--- src/rtl/morse_encoder.sv ---
// Morse encoder: accepts one character code per valid/ready handshake and keys it
// out as timed marks and spaces, with one-cycle dot/dash strobes for loopback.
module morse_encoder #(
    parameter int UNIT_CYCLES = 4
) (
    input  logic       Clock,
    input  logic       Reset,
    input  logic [5:0] char_in,
    input  logic       valid,
    output logic       ready,
    output logic       key,
    output logic       dot,
    output logic       dash,
    output logic       busy,
    output logic       done,
    output logic       err
);

    typedef enum logic [2:0] {IDLE, MARK, SPACE, LGAP, WGAP} state_t;

    localparam int CW = $clog2(4 * UNIT_CYCLES + 1);
    localparam logic [CW-1:0] DOT_LEN  = CW'(UNIT_CYCLES - 1);
    localparam logic [CW-1:0] DASH_LEN = CW'(3 * UNIT_CYCLES - 1);
    localparam logic [CW-1:0] LGAP_LEN = CW'(3 * UNIT_CYCLES - 1);
    localparam logic [CW-1:0] WGAP_LEN = CW'(4 * UNIT_CYCLES - 1);

    // Pattern is left-aligned: element i lives at bit (4-i), 1 = dash.
    function automatic logic [7:0] lookup(input logic [5:0] code);
        logic [7:0] r;
        r = '0;
        case (code)
            6'd0:  r = {3'd2, 5'b01000};
            6'd1:  r = {3'd4, 5'b10000};
            6'd2:  r = {3'd4, 5'b10100};
            6'd3:  r = {3'd3, 5'b10000};
            6'd4:  r = {3'd1, 5'b00000};
            6'd5:  r = {3'd4, 5'b00100};
            6'd6:  r = {3'd3, 5'b11000};
            6'd7:  r = {3'd4, 5'b00000};
            6'd8:  r = {3'd2, 5'b00000};
            6'd9:  r = {3'd4, 5'b01110};
            6'd10: r = {3'd3, 5'b10100};
            6'd11: r = {3'd4, 5'b01000};
            6'd12: r = {3'd2, 5'b11000};
            6'd13: r = {3'd2, 5'b10000};
            6'd14: r = {3'd3, 5'b11100};
            6'd15: r = {3'd4, 5'b01100};
            6'd16: r = {3'd4, 5'b11010};
            6'd17: r = {3'd3, 5'b01000};
            6'd18: r = {3'd3, 5'b00000};
            6'd19: r = {3'd1, 5'b10000};
            6'd20: r = {3'd3, 5'b00100};
            6'd21: r = {3'd4, 5'b00010};
            6'd22: r = {3'd3, 5'b01100};
            6'd23: r = {3'd4, 5'b10010};
            6'd24: r = {3'd4, 5'b10110};
            6'd25: r = {3'd4, 5'b11000};
            6'd26: r = {3'd5, 5'b11111};
            6'd27: r = {3'd5, 5'b01111};
            6'd28: r = {3'd5, 5'b00111};
            6'd29: r = {3'd5, 5'b00011};
            6'd30: r = {3'd5, 5'b00001};
            6'd31: r = {3'd5, 5'b00000};
            6'd32: r = {3'd5, 5'b10000};
            6'd33: r = {3'd5, 5'b11000};
            6'd34: r = {3'd5, 5'b11100};
            6'd35: r = {3'd5, 5'b11110};
            default: r = '0;
        endcase
        return r;
    endfunction

    state_t        state, nxt_state;
    logic [CW-1:0] cnt, nxt_cnt;
    logic [2:0]    idx, nxt_idx, len, nxt_len;
    logic [4:0]    pat, nxt_pat;
    logic [2:0]    lut_len;
    logic [4:0]    lut_pat;
    logic          accept, nxt_err, el_dash, entering_mark;

    assign ready = (state == IDLE);

    always_comb begin
        // NOTE: every always_comb target gets a default first so no path infers a latch.
        nxt_state = state;
        nxt_cnt   = cnt;
        nxt_idx   = idx;
        nxt_len   = len;
        nxt_pat   = pat;
        nxt_err   = 1'b0;
        accept    = valid && (state == IDLE);
        {lut_len, lut_pat} = lookup(char_in);

        case (state)
            IDLE: begin
                if (accept) begin
                    if (char_in <= 6'd35) begin
                        nxt_state = MARK;
                        nxt_idx   = 3'd0;
                        nxt_len   = lut_len;
                        nxt_pat   = lut_pat;
                        nxt_cnt   = lut_pat[4] ? DASH_LEN : DOT_LEN;
                    end else if (char_in == 6'd36) begin
                        nxt_state = WGAP;
                        nxt_cnt   = WGAP_LEN;
                    end else begin
                        nxt_err = 1'b1;
                    end
                end
            end
            MARK: begin
                if (cnt != '0) begin
                    nxt_cnt = cnt - 1'b1;
                end else if (idx == len - 3'd1) begin
                    nxt_state = LGAP;
                    nxt_cnt   = LGAP_LEN;
                end else begin
                    nxt_state = SPACE;
                    nxt_cnt   = DOT_LEN;
                end
            end
            SPACE: begin
                if (cnt != '0) begin
                    nxt_cnt = cnt - 1'b1;
                end else begin
                    nxt_state = MARK;
                    nxt_idx   = idx + 3'd1;
                    nxt_cnt   = pat[3'd3 - idx] ? DASH_LEN : DOT_LEN;
                end
            end
            LGAP, WGAP: begin
                if (cnt != '0) nxt_cnt = cnt - 1'b1;
                else           nxt_state = IDLE;
            end
            default: nxt_state = IDLE;
        endcase

        el_dash       = nxt_pat[3'd4 - nxt_idx];
        entering_mark = (nxt_state == MARK) && (state != MARK);
    end

    // Outputs are registered from next-state values so they line up with the state they describe.
    always_ff @(posedge Clock) begin
        if (Reset) begin
            state <= IDLE;
            cnt   <= '0;
            idx   <= '0;
            len   <= '0;
            pat   <= '0;
            key   <= 1'b0;
            dot   <= 1'b0;
            dash  <= 1'b0;
            busy  <= 1'b0;
            done  <= 1'b0;
            err   <= 1'b0;
        end else begin
            // NOTE: sequential state uses non-blocking assignment so all registers update together.
            state <= nxt_state;
            cnt   <= nxt_cnt;
            idx   <= nxt_idx;
            len   <= nxt_len;
            pat   <= nxt_pat;
            key   <= (nxt_state == MARK);
            dot   <= entering_mark && !el_dash;
            dash  <= entering_mark && el_dash;
            busy  <= (nxt_state != IDLE);
            done  <= ((nxt_state == LGAP) || (nxt_state == WGAP)) && (nxt_cnt == '0);
            err   <= nxt_err;
        end
    end

endmodule

--- config.mk ---
export PLATFORM = sky130hd
export DESIGN_NAME = morse_encoder
export DESIGN_NICKNAME = d
export VERILOG_FILES = /design/src/rtl/morse_encoder.sv
export SDC_FILE = /design/constraint.sdc
export NUM_CORES = 1
export LEC_CHECK = 0
export CORE_MARGIN = 4
export CORE_UTILIZATION = 45
export CTS_CLUSTER_DIAMETER = 50
export DETAILED_ROUTE_END_ITERATION = 12
export GPL_ROUTABILITY_DRIVEN = 0
export HOLD_SLACK_MARGIN = 0.03
export SLEW_MARGIN = 20
export SYNTH_ARGS = -nofsm -noshare
export SYNTH_HDL_FRONTEND = slang
export SYNTH_SLANG_ARGS = --single-unit
export TNS_END_PERCENT = 10
--- constraint.sdc ---
create_clock -name Clock -period 3.9 [get_ports Clock]
set_clock_uncertainty 0.2 [all_clocks]
set_input_delay 0.78 -clock Clock [delete_from_list [all_inputs] [get_ports Clock]]
set_output_delay 0.78 -clock Clock [all_outputs]
set_load 0.005 [all_outputs]
==> results.toml <==
[synthesis]
synth_edf_count = 0
post_synth_main_area_contributors = "dfxtp_1 23%, ha_1 7.0%, nor2_1 5.3%"
post_synth_inst_count = 279
ys_top_cells_by_count = "30 x nor2_1, 25 x dfxtp_1, 21 x nand2_1"
compound_gate_portion_of_the_synthesized_area_pct = 25.9
yosys.area_share.simple_pct = 28.7
synth.cell_area_um2 = 2130
synth.most_common_cell = "nor2_1"
synth_fp_nets = 300
ys_ff_latch = 25
ys_types = 66
synthXorXnorAreaFrac_pct = 2.47
yosysWarnings = 0
synth_top_cell_area_share_pct = 23.5
postSynth.asyncResetShare_pct = 0
synth_ff_type = "dfxtp_1"
seq_area_frac_synth_pct = 23.5
post-synth-top-area-cell = "dfxtp_1"
yosys-mux-area-fraction_pct = 4.46
post_synth_fa_ha_maj_area_fraction_pct = 7.05
synth_top_family_by_area = "simple AND/OR/NAND/NOR gates"
synth.avg_cell_area_um2 = 7.64

[layout]
regArea_um2 = 500
areaGrowthSynthToFinish_pct = 13.4
antenna_cells = 0
fillCellCount = 442
multiInputGateArea_um2 = 1460
finish.net_count = 315
final_design_area_no_fill_um2 = 2420
drive_gt1_share_pct = 11.3

[power]
sw_frac_of_total_pct = 37.9
totalPowerFinal_mw = 0.853
power_leakage_nw = 0.925
pwr-share-clk_pct = 18.5
seq_power_share_pct = 35.9
net_switching_power_mw = 0.323
power_report.internal_total_mw = 0.529
power.density_cell_area_nw_per_um2 = 353
vdd.ir_drop.worst_v = 0.000151
share_comb_of_total_power_pct = 45.6

[floorplan]
start_util_pct = 47.6
chipHeight_um = 76.8
placeableCoreArea_um2 = 4470
floorplan.die_area_um2 = 5900
die_width_um = 76.8
io_pins = 16
placementRows = 24

[global_routing]
grt_pass1_wl_um = 9100
globalRouteMet2Util_pct = 30.9
antenna_found_initial = 0
grt_util_all_layers_pct = 18.6
gr-max-usage-layer = "met2"
use_met3_pct = 3.16
grt_pass1_vias = 1857
grt_use_met1_pct = 25.3
grt_max_degree = 32
globalRouteOverflowTotal = 0

[cts]
cts-root-to-sink-buffers = 2
total_number_of_clock_tree_sinks = 25
cts_buffers = 3
clk_lat_worst_skew_ns = 0.27
cts_setup_buffers = 0
cts.clk_slew.worst_paths_ns = 0.08
tritoncts = "built"
cts_root_buf = "clkbuf_8"
postCtsHoldBufs = 0
cts-resized-gates = 0
cts_max_level = 1

[worst_hold_path]
worst_hold_path_type = "reg -> reg"

[setup_path]
worst-endpoint-arrival_ns = 3.41
required_ns = 3.92
worst-setup-path-type = "in -> reg"
crit_path_max_fanout = 10
critPathCaptureType = "register"
timing.critical_path.from_type = "primary input"

[sta]
whs_ns = 0.307
hold_viol = 0
setup-violations-final = 0
fin_ws_ns = 0.507
final_max_slew_viol_count = 0
tightest_slew_ns = 0.516
period_minus_slack_ns = 3.39
rsz0062_at_grt = "no"
relSlewSlack_pct = 65.5
final.period_utilization_pct = 87.0
fmax_ghz = 0.295
setup_tns_ns = 0

[detailed_routing]
antenna_left = 0
drcViolationCount = 0
initial_detailed_routing_violation_count = 127
drt-wirelength-per-cell_um = 15.4
vias = 2036
first_pass_iters = 4
routed_wl_um = 5300
vias_per_cell = 5.90

[placement]
placedInstanceArea_um2 = 2370
place.port_buffers = 15
place_worst_setup_slack_ns = 0.249
dp.final_hpwl_um = 4050

[outcome]
status = "finished, final reports clean"

[run]
drv_cap = 0
[layout by cell type (no fill, tap or decap), types with 3 or more instances in the layout]
master / netlist / routed
o211ai_1: 4 / 4
nor2_1: 30 / 30
nor2b_1: 8 / 8
o21ai_0: 10 / 10
nor3_1: 9 / 9
inv_1: 17 / 17
mux2i_1: 5 / 5
o31ai_1: 4 / 4
nand2_1: 21 / 21
a32oi_1: 3 / 3
a221oi_1: 3 / 3
a211oi_1: 9 / 9
clkdlybuf4s50_1: 0 / 15
nand2b_1: 5 / 5
a21oi_1: 7 / 7
dfxtp_1: 25 / 25
nand4_1: 3 / 3
nand3_1: 3 / 3
or3_1: 4 / 4
xor2_1: 5 / 5
clkbuf_8: 0 / 3
buf_4: 0 / 17
ha_1: 12 / 12
a311oi_1: 4 / 4
a31oi_1: 5 / 5
and2_1: 3 / 3
o21ai_1: 5 / 5
o21a_1: 3 / 3
nor3b_1: 3 / 3
[area by class of cell]
| type | instances | share of cell area (%) |
|---|---|---|
| Tap cell | 52 | 2.69 |
| Inverter | 18 | 2.80 |
| Multi-Input combinational cell | 214 | 60.5 |
| Clock buffer | 4 | 1.86 |
| Sequential cell | 25 | 20.7 |
| Timing Repair Buffer | 32 | 11.5 |
[metal layers]
| metal | vias to the layer above | part of all wire (%) |
|---|---|---|
| li1 | 1052 | - |
| met5 | - | 0 |
| met1 | 941 | 48 |
| met3 | 6 | 3.3 |
| met2 | 37 | 48 |
| met4 | 0 | 1.2 |
[worst max-delay path: stages]
cell             delay [ns]
clkdlybuf4s50_1        0.58
ha_1                   0.28
nand3b_1               0.19
and3_1                 0.21
or2_1                  0.22
ha_1                   0.32
inv_1                  0.05
or4_1                  0.51
nand4_1                0.12
and3_1                 0.15
[kinds of logic after synthesis]
logic type / Yosys count
xor+xnor: 6
flops: 25
compound gates: 77
mux: 8
fa+ha+maj: 12
buf+inv: 40
simple gates: 111
[path summary, 6_finish.rpt]
kind	from	end	slack, ns	cells past startpoint
setup / recovery	char_in[1]	dot	0.51	10
hold / removal	len[1]	len[1]	0.31	2
setup reg to reg	cnt[0]	dot	0.58	12
hold reg to reg	len[1]	len[1]	0.31	2
[sequential cells by signal (all words and copies together) (netlist names)]
name	count
cnt	5
pat	5
idx	3
len	3
state	3
busy	1
dash	1
done	1
dot	1
err	1
key	1
[through the flow]
step | utilization [%] | cells
after floorplan | - | 279
after global placement | 53.0 | 341
after detailed placement | 53.0 | 341
after CTS | 54.0 | 345
after global routing | 54.0 | 345
final | 54.0 | 345
[power groups by stage]
| stage | combinational (mW) | sequential, mW | clock (mW) |
|---|---|---|---|
| global route | 0.435 | 0.311 | 0.172 |
| finish | 0.388 | 0.306 | 0.158 |
| floorplan | 0.280 | 0.305 | 0 |
| CTS | 0.390 | 0.307 | 0.160 |
| detailed placement | 0.388 | 0.313 | 0 |
| global placement | 0.389 | 0.313 | 0 |
Power figures use the tool's default switching activity.
